## src/rtl/dnn_fixed_pkg.sv

```systemverilog
// Shared signed fixed-point definitions for the z accumulator and the
// sigmoid / sigmoid-prime lookup tables that consume its result.
package dnn_fixed_pkg;

  // Q-format of every word on the datapath (sign bit included in WIDTH).
  localparam int WIDTH     = 16;
  localparam int INT_BITS  = 3;
  localparam int FRAC_BITS = 12;

  // Extra accumulator MSBs: up to 2**GUARD terms can be summed without wrap.
  localparam int GUARD     = 8;
  localparam int ACC_W     = WIDTH + FRAC_BITS + GUARD;

  // Fixed-point constants.
  localparam logic [WIDTH-1:0] ONE     = {{(WIDTH-1){1'b0}}, 1'b1} << FRAC_BITS;
  localparam logic [WIDTH-1:0] SAT_MAX = {1'b0, {(WIDTH-1){1'b1}}};
  localparam logic [WIDTH-1:0] SAT_MIN = {1'b1, {(WIDTH-1){1'b0}}};

  // Clamp a wide signed accumulator value into a WIDTH-bit signed word.
  // Values above SAT_MAX clamp to SAT_MAX, values below SAT_MIN clamp to
  // SAT_MIN, everything else is passed through by truncation.
  function automatic logic [WIDTH-1:0] sat_to_width(input logic signed [ACC_W-1:0] v);
    logic signed [ACC_W-1:0] hi;
    logic signed [ACC_W-1:0] lo;
    logic [WIDTH-1:0]        r;
    hi = {{(ACC_W-WIDTH){1'b0}}, SAT_MAX};
    lo = {{(ACC_W-WIDTH){1'b1}}, SAT_MIN};
    if (v > hi) begin
      r = SAT_MAX;
    end else if (v < lo) begin
      r = SAT_MIN;
    end else begin
      r = v[WIDTH-1:0];
    end
    return r;
  endfunction

endpackage

```

## src/rtl/fx_mult.sv

```systemverilog
// Combinational signed fixed-point multiplier. The full 2*WIDTH product is
// realigned to the Q-format by dropping FRAC_BITS fraction bits (floor, i.e.
// rounding toward -inf) and sign-extended to the accumulator width.
module fx_mult
  import dnn_fixed_pkg::*;
(
  input  logic [WIDTH-1:0] a,
  input  logic [WIDTH-1:0] w,
  output logic [ACC_W-1:0] p
);

  localparam int PROD_W  = 2 * WIDTH;
  localparam int ALIGN_W = PROD_W - FRAC_BITS;

  logic signed [PROD_W-1:0] prod_s;
  logic                     unused_frac_s;

  // Full-precision signed product, then floor-align by taking the upper bits.
  always_comb begin
    prod_s        = PROD_W'($signed(a)) * PROD_W'($signed(w));
    p             = {{(ACC_W-ALIGN_W){prod_s[PROD_W-1]}}, prod_s[PROD_W-1:FRAC_BITS]};
    unused_frac_s = ^prod_s[FRAC_BITS-1:0];
  end

endmodule

```

## src/rtl/z_accum.sv

```systemverilog
// Neuron pre-activation accumulator: z = sat(bias + sum(a_i * w_i)) built
// from a valid/ready stream of (activation, weight) terms, presented on a
// valid/ready output that feeds the sigmoid tables directly.
module z_accum
  import dnn_fixed_pkg::*;
(
  input  logic             clk,
  input  logic             reset_n,
  input  logic             in_valid,
  output logic             in_ready,
  input  logic             in_first,
  input  logic             in_last,
  input  logic [WIDTH-1:0] a,
  input  logic [WIDTH-1:0] w,
  input  logic [WIDTH-1:0] bias,
  output logic             z_valid,
  input  logic             z_ready,
  output logic [WIDTH-1:0] z
);

  typedef enum logic [1:0] {
    ST_IDLE  = 2'd0,
    ST_ACCUM = 2'd1,
    ST_HOLD  = 2'd2
  } state_t;

  state_t           state_r;
  state_t           state_nxt_s;
  logic [ACC_W-1:0] acc_r;
  logic [ACC_W-1:0] acc_nxt_s;
  logic [WIDTH-1:0] z_r;
  logic [WIDTH-1:0] z_nxt_s;
  logic             z_valid_r;

  logic             in_ready_s;
  logic             in_beat_s;
  logic             out_beat_s;
  logic [WIDTH-1:0] a_gated_s;
  logic [WIDTH-1:0] w_gated_s;
  logic [ACC_W-1:0] p_s;
  logic [ACC_W-1:0] bias_ext_s;
  logic [ACC_W-1:0] start_sum_s;
  logic [ACC_W-1:0] sum_s;

  // Operands are forced to zero while no term is offered so undefined
  // inputs never reach the multiplier or the adder.
  always_comb begin
    if (in_valid) begin
      a_gated_s = a;
      w_gated_s = w;
    end else begin
      a_gated_s = {WIDTH{1'b0}};
      w_gated_s = {WIDTH{1'b0}};
    end
  end

  fx_mult u_mult (
    .a (a_gated_s),
    .w (w_gated_s),
    .p (p_s)
  );

  // Input acceptance: always open while summing, tied to the consumer while
  // a result is held so a new vector can start in the same cycle it leaves.
  always_comb begin
    case (state_r)
      ST_IDLE:  in_ready_s = 1'b1;
      ST_ACCUM: in_ready_s = 1'b1;
      ST_HOLD:  in_ready_s = z_ready;
      default:  in_ready_s = 1'b0;
    endcase
  end

  // Handshake decodes and the two candidate sums (restart vs. continue).
  always_comb begin
    in_beat_s   = in_valid & in_ready_s;
    out_beat_s  = z_valid_r & z_ready;
    bias_ext_s  = {{(ACC_W-WIDTH){bias[WIDTH-1]}}, bias};
    start_sum_s = bias_ext_s + p_s;
    if (in_first) begin
      sum_s = start_sum_s;
    end else begin
      sum_s = acc_r + p_s;
    end
  end

  // Next-state logic: accumulate terms, saturate into z on the final term,
  // and hold the result until the consumer takes it.
  always_comb begin
    state_nxt_s = state_r;
    acc_nxt_s   = acc_r;
    z_nxt_s     = z_r;
    case (state_r)
      ST_IDLE: begin
        // Terms that do not open a vector are dropped.
        if (in_beat_s && in_first) begin
          acc_nxt_s = start_sum_s;
          if (in_last) begin
            state_nxt_s = ST_HOLD;
            z_nxt_s     = sat_to_width(start_sum_s);
          end else begin
            state_nxt_s = ST_ACCUM;
          end
        end else begin
          state_nxt_s = ST_IDLE;
        end
      end
      ST_ACCUM: begin
        // A stray in_first restarts the sum and drops the partial result.
        if (in_beat_s) begin
          acc_nxt_s = sum_s;
          if (in_last) begin
            state_nxt_s = ST_HOLD;
            z_nxt_s     = sat_to_width(sum_s);
          end else begin
            state_nxt_s = ST_ACCUM;
          end
        end else begin
          state_nxt_s = ST_ACCUM;
        end
      end
      ST_HOLD: begin
        if (out_beat_s) begin
          if (in_beat_s && in_first) begin
            acc_nxt_s = start_sum_s;
            if (in_last) begin
              state_nxt_s = ST_HOLD;
              z_nxt_s     = sat_to_width(start_sum_s);
            end else begin
              state_nxt_s = ST_ACCUM;
            end
          end else begin
            state_nxt_s = ST_IDLE;
          end
        end else begin
          state_nxt_s = ST_HOLD;
        end
      end
      default: begin
        state_nxt_s = ST_IDLE;
        acc_nxt_s   = {ACC_W{1'b0}};
        z_nxt_s     = {WIDTH{1'b0}};
      end
    endcase
  end

  // State, accumulator and output registers; reset discards any partial sum.
  always_ff @(posedge clk or negedge reset_n) begin
    if (!reset_n) begin
      state_r   <= ST_IDLE;
      acc_r     <= {ACC_W{1'b0}};
      z_r       <= {WIDTH{1'b0}};
      z_valid_r <= 1'b0;
    end else begin
      state_r   <= state_nxt_s;
      acc_r     <= acc_nxt_s;
      z_r       <= z_nxt_s;
      z_valid_r <= (state_nxt_s == ST_HOLD);
    end
  end

  assign in_ready = in_ready_s;
  assign z_valid  = z_valid_r;
  assign z        = z_r;

endmodule

```

## config.mk

```make
export PLATFORM = sky130hd
export DESIGN_NAME = z_accum
export DESIGN_NICKNAME = d
export VERILOG_FILES = /design/src/rtl/dnn_fixed_pkg.sv /design/src/rtl/fx_mult.sv /design/src/rtl/z_accum.sv
export SDC_FILE = /design/constraint.sdc
export NUM_CORES = 1
export LEC_CHECK = 0
export CAP_MARGIN = 20
export CORE_MARGIN = 4
export CORE_UTILIZATION = 65
export CTS_CLUSTER_SIZE = 24
export DETAILED_ROUTE_END_ITERATION = 12
export GPL_TIMING_DRIVEN = 0
export MAX_ROUTING_LAYER = met4
export PLACE_DENSITY = 0.95
export REMOVE_ABC_BUFFERS = 1
export SLEW_MARGIN = 10
export SYNTH_ARGS = -nofsm -noshare
export SYNTH_HDL_FRONTEND = slang
export SYNTH_HIERARCHICAL = 1
export SYNTH_SLANG_ARGS = --single-unit
```

## constraint.sdc

```tcl
create_clock -name clk -period 10.65 [get_ports clk]
set_input_delay 2.13 -clock clk [delete_from_list [all_inputs] [get_ports clk]]
set_output_delay 2.13 -clock clk [all_outputs]
set_load 0.05 [all_outputs]
```

==> results.cfg, run 1 <==
[clocking]
clock-root-buffer = clkbuf_16
clkSinkCount = 55
htreeDepth = 2
cts.path.max_buffers = 2
cts_made_buffers = 5
hold_buffers = 0

[grt]
grt_pass1_wl_mm = 157
grt_pass1_vias = 23839
grt_start_max_net_pins = 56
grt_usage = 0.753
gr-total-overflow = 126

[yosys]
synth.most_common_cell = inv_1
synth_seq_cells = 55
synth_top_area_cell = fa_1
netlist_area_um2 = 17500
synth_top_area_share = 0.301
ys.flop_type = dfrtp_1
seq_area_frac_synth = 0.0786
synth-async-reset-ratio = 1.00
synth_area_per_cell_um2 = 8.13
syn-instance-count = 2153
synth_common_cells = inv_1, fa_1, nand2_1
yosys.cell_types.count = 94
synth_area_leaders = fa_1, ha_1, dfrtp_1
synth-warning-count = 6
synth-edff-count = 0

[floorplan]
rows = 59
boundaryPins = 72
die_width_um = 172
start_util = 0.666
die_y_um = 172

[place]
hpwl_mm = 41.0
routabilityCongestion = 0.966
place_ws_ns = -3.79
port_buffers = 71

[status]
status = aborted with a tool error
failing_step = global routing
error_line = [ERROR GRT-0116] Global routing finished with congestion. Check the congestion regions in the DRC Viewer.
==> metrics by stage <==
stage | instances | instance area [µm²]
global placement | 2457 | 18200
floorplan | 2051 | 17000
detailed placement | 2465 | 18300
CTS | 2678 | 21800
==> what timing repair did <==
| action | 4_1_cts |
|---|---|
| gates resized for setup | 434 |
| endpoints found under the setup margin | 48 |
| pin swaps | 180 |
| cloned | 18 |
| buffers inserted | 187 |
==> routing by layer <==
metal	track usage	GRT overflow
met5	-	-
met4	0.666	58
met3	0.658	9
met2	0.863	50
met1	0.757	9
==> kinds of logic after synthesis <==
group | share of synthesized area
compound gates | 0.158
xor+xnor | 0.0440
fa+ha+maj | 0.407
buf+inv | 0.104
flops | 0.0786
mux | 0.0102
simple gates | 0.198
==> inputs of run 2 (changes only) <==
- CORE_UTILIZATION: 65 -> 40
- CTS_CLUSTER_SIZE: 24 -> unset
- MAX_ROUTING_LAYER: met4 -> unset
- PLACE_DENSITY: 0.95 -> unset
- PLACE_DENSITY_LB_ADDON: unset -> 0.15
==> run 2 against run 1 <==
The flow now finishes, with violations (negative setup slack). Synthesized cell count stayed put. Synthesized area stayed put.
==> results.cfg, run 2 <==
[grt]
met2_usage = 0.412
met1_usage = 0.338
grtUsageMet3 = 0.0260
grt_pass1_wl_mm = 90.9
grt_usage = 0.241
grt_start_max_net_pins = 56
busiest_layer = met2
antenna_found_initial = 0
grt_pass1_vias = 16534
gr-total-overflow = 0

[cells_and_area]
drive_gt1_frac = 0.276
final_common_cell = inv_1
n_antenna_cell = 0
fin_area_um2 = 23100
final_nets = 2842
areaGrowthSynthToFinish_pct = 32.0
top_register = acc_r
final_cell_mix = inv_1, fa_1, nand2_1
largest_reg_flops = 36

[critical_path]
timing.rr.start = state_r[0]
critical_path_required_ns = 10.91
crit_buf_inv = 13
worstPathArrival_ns = 11.34
endpoint_kind = register
reg2reg_to = z[5]
crit_family = adder cells
slowest_delay_ns = 0.57
path_class = input pin to register
r2r_cells = 11
cp-start-kind = input pin
crit_fanout = 7
r2r_slack_ns = 6.44
cp_slowest_cell = or4_4
crit_top_cell = fa_1

[status]
status = finished with violations
violations = negative setup slack

[place]
place_ws_ns = -3.90
port_buffers = 71
hpwl_mm = 40.1
routabilityCongestion = 0.911
dpl_cell_area_um2 = 18600

[timing]
period_share = 1.04
hold_viol_final = 0
final-setup-viol-count = 16
setup-tns-final_ns = -5.60
drv_slew = 0
fin_crit_ns = 11.08
setup_ws_ns = -0.435
worst_slew_pin_slew_ns = 0.980
skew_ns = 0.00681
slew_headroom = 0.346
rsz0062_at_grt = true
max_clock_freq_mhz = 90.2

[floorplan]
start_util = 0.405
core_area_um2 = 43200
die_width_um = 217
boundaryPins = 72
die_y_um = 217
dieArea_um2 = 47200
rows = 76

[drt]
wire_per_inst_um = 19.8
drt_iter0_drc = 1149
drcViolationCount = 0
postRouteAntennaNets = 0
wl_mm = 58.7
via_per_inst = 5.47
routed-via-count = 16216
drtPass1Iterations = 6

[worst_hold_path]
hold_path.class = register to register
holdPathStages = 2
hold_start = acc_r[17]
whs_endpoint = acc_r[17]

[clocking]
htreeDepth = 2
hold_buffers = 0
clkSinkCount = 55
cts.path.max_buffers = 2
cts_tree = yes
clkLatencyLatePin_ns = 0.31
clk_pin_slew_ns = 0.08
clock-root-buffer = clkbuf_16
cts_made_buffers = 5

[yosys]
synth_common_cells = inv_1, fa_1, nand2_1
seq_area_frac_synth = 0.0786
synth_seq_cells = 55
synth_top_area_share = 0.301
synth-async-reset-ratio = 1.00
yosys.cell_types.count = 94
synth_top_area_cell = fa_1
syn-instance-count = 2153
synth-edff-count = 0
synth_area_leaders = fa_1, ha_1, dfrtp_1
synth-warning-count = 6
ys.flop_type = dfrtp_1
netlist_area_um2 = 17500
synth_area_per_cell_um2 = 8.13
synth.most_common_cell = inv_1

[job]
max-cap-violations = 0
-- run 2: logic make-up after synthesis --
| logic type | after synthesis | share of synthesized area |
|---|---|---|
| AOI/OAI and AO/OA | 426 | 0.158 |
| xor gates and xnor gates | 87 | 0.0440 |
| adders and majority gates | 412 | 0.407 |
| buffers and inverters | 461 | 0.104 |
| DFF | 55 | 0.0786 |
| muxes | 17 | 0.0102 |
| and+or+nand+nor | 695 | 0.198 |
-- run 2: worst min-delay path: stages, from the launching register on --
cell and delay (ns):
dfrtp_1 0.36, nand2_1 0.05, o21ai_0 0.06
-- run 2: what timing repair did --
action / in CTS / in global routing
resized for setup: 441 / 178
cloned: 14 / 6
pin swaps: 160 / 124
buffers inserted: 181 / 38
setup endpoints to repair: 48 / 23
-- run 2: metal layers --
| layer | share of wire | wire (µm) | vias up |
|---|---|---|---|
| li1 | - | - | 7490 |
| met1 | 0.44 | 26000 | 8194 |
| met2 | 0.48 | 28300 | 473 |
| met3 | 0.060 | 3550 | 59 |
| met4 | 0.015 | 888 | 0 |
| met5 | 0 | 0 | - |
-- run 2: layout make-up --
class / count / area, µm²
Clock buffer: 6 / 129
Clock inverter: 2 / 16.3
Fill cell: 4041 / 20100
Inverter: 359 / 1350
Multi-Input combinational cell: 1651 / 16400
Sequential cell: 55 / 1380
Tap cell: 585 / 732
Timing Repair Buffer: 304 / 3050
-- run 2: how the worst max path moves through the flow --
| stage | slack, ns | cells past startpoint | from | end |
|---|---|---|---|---|
| floorplan | -1.52 | 32 | a[15] | z[5] |
| global placement | -6.03 | 34 | in_valid | z[13] |
| detailed placement | -3.90 | 37 | in_valid | z[3] |
| CTS | -0.43 | 39 | in_valid | z[2] |
| global route | -0.68 | 40 | in_valid | z[0] |
| finish | -0.43 | 42 | in_valid | z[0] |
-- run 2: per-stage QoR --
step	util	cells	hold WS [ns]
after floorplan	-	2051	0.456
after global placement	0.428	2707	0.471
after detailed placement	0.432	2715	0.482
after CTS	0.513	2918	0.503
after global routing	0.535	2962	0.525
final	0.535	2962	0.499
Power of run 2 is not shown: default switching activity piles up to over one toggle a cycle in this logic, so the estimate is an artifact.
==> inputs of run 3 (changes only) <==
- SLEW_MARGIN: 10 -> 20
==> run 3 against run 2 <==
Design area rose by 1.1%. The run still ends with negative setup slack left. Register-to-register slack got worse by 0.13 ns. Global-route usage is 0.72 points higher. First-iteration DRC count fell by 1.1%. Clock skew about the same.
==> results.cfg, run 3 (synthesized netlist as in run 2, its figures left out) <==
[status]
violations = negative setup slack
status = finished with violations

[clocking]
cts_made_buffers = 5
clkLatencyLatePin_ns = 0.31
clock-root-buffer = clkbuf_16
cts_tree = yes
clk_pin_slew_ns = 0.08
htreeDepth = 2
cts.path.max_buffers = 2
clkSinkCount = 55
hold_buffers = 0

[timing]
slew_headroom = 0.314
hold_viol_final = 0
final-setup-viol-count = 15
setup_ws_ns = -0.569
drv_slew = 0
fin_crit_ns = 11.22
holdWs_ns = 0.495
max_clock_freq_mhz = 89.1
period_share = 1.05
setup-tns-final_ns = -7.91
skew_ns = 0.00712
rsz0062_at_grt = true
worst_slew_pin_slew_ns = 1.03

[drt]
wire_per_inst_um = 20.1
postRouteAntennaNets = 0
via_per_inst = 5.51
routed-via-count = 16526
wl_mm = 60.3
drcViolationCount = 0
drtPass1Iterations = 5
drt_iter0_drc = 1136

[floorplan]
core_area_um2 = 43200
rows = 76
boundaryPins = 72
die_y_um = 217
die_width_um = 217
dieArea_um2 = 47200
start_util = 0.405

[critical_path]
timing.rr.start = state_r[0]
reg2reg_to = z[3]
endpoint_kind = register
crit_family = adder cells
crit_top_cell = fa_1
path_class = input pin to register
r2r_cells = 10
critical_path_required_ns = 10.85
cp_slowest_cell = fa_1
crit_fanout = 7
slowest_delay_ns = 0.59
crit_buf_inv = 12
worstPathArrival_ns = 11.42
r2r_slack_ns = 6.31
cp-start-kind = input pin

[grt]
antenna_found_initial = 0
grt_pass1_vias = 16807
gr-total-overflow = 0
grt_start_max_net_pins = 46
grt_usage = 0.248
grt_pass1_wl_mm = 92.8

[cells_and_area]
final_common_cell = inv_1
largest_reg_flops = 36
multi_input_area_um2 = 16400
final_cell_mix = inv_1, fa_1, nand2_1
final_nets = 2878
top_register = acc_r
layout.area.seq_um2 = 1380
n_antenna_cell = 0
nFillCells = 4054
areaGrowthSynthToFinish_pct = 33.4
drive_gt1_frac = 0.286

[worst_hold_path]
hold_path.class = register to register
holdPathStages = 2
whs_endpoint = acc_r[15]
hold_start = acc_r[15]

[place]
routabilityCongestion = 0.911
hpwl_mm = 40.1
port_buffers = 71
place_ws_ns = -3.92

[job]
max-cap-violations = 0
[run 3: how the worst max path moves through the flow]
stage | startpoint | endpoint | slack, ns | cells after the start
final | in_valid | z[3] | -0.57 | 42
after global routing | in_valid | z[3] | -0.82 | 42
after CTS | in_valid | z[2] | -0.41 | 36
after detailed placement | in_valid | z[3] | -3.92 | 37
after global placement | in_valid | z[13] | -6.03 | 34
after floorplan | a[15] | z[5] | -1.52 | 32
[run 3: repair_timing]
action,4_1_cts,5_1_grt
pin swaps,226,153
setup buffers,186,70
gates resized for setup,412,192
setup endpoints to repair,48,21
cloned,18,2
[run 3: per-stage QoR]
step                cell area, µm²   util  cells
floorplan                    17000      -   2051
finish                       23400  0.541   2998
global route                 23400  0.541   2998
CTS                          22100  0.512   2927
global placement             18500  0.428   2707
detailed placement           18700  0.433   2715
[run 3: per-layer routing]
layer  vias up  share of wire  track usage
li1       7562              -            -
met1      8290           0.43        0.333
met2       555           0.48        0.414
met3       119          0.062       0.0461
met4         0          0.029       0.0630
met5         -              0            0
[run 3: worst min-delay path, stage by stage, from the launching register on]
cell	delay, ns
dfrtp_1	0.36
nand2_1	0.05
o21ai_0	0.06
[run 3: layout make-up]
type                    count  area share
inverters                 359      0.0580
flip-flops and latches     55      0.0590
well taps                 585      0.0313
clock inverters             2    0.000750
repair buffers            341       0.145
clock buffers               6     0.00552
multi-input cells        1650       0.701
Power of run 3 is left out for the same reason.
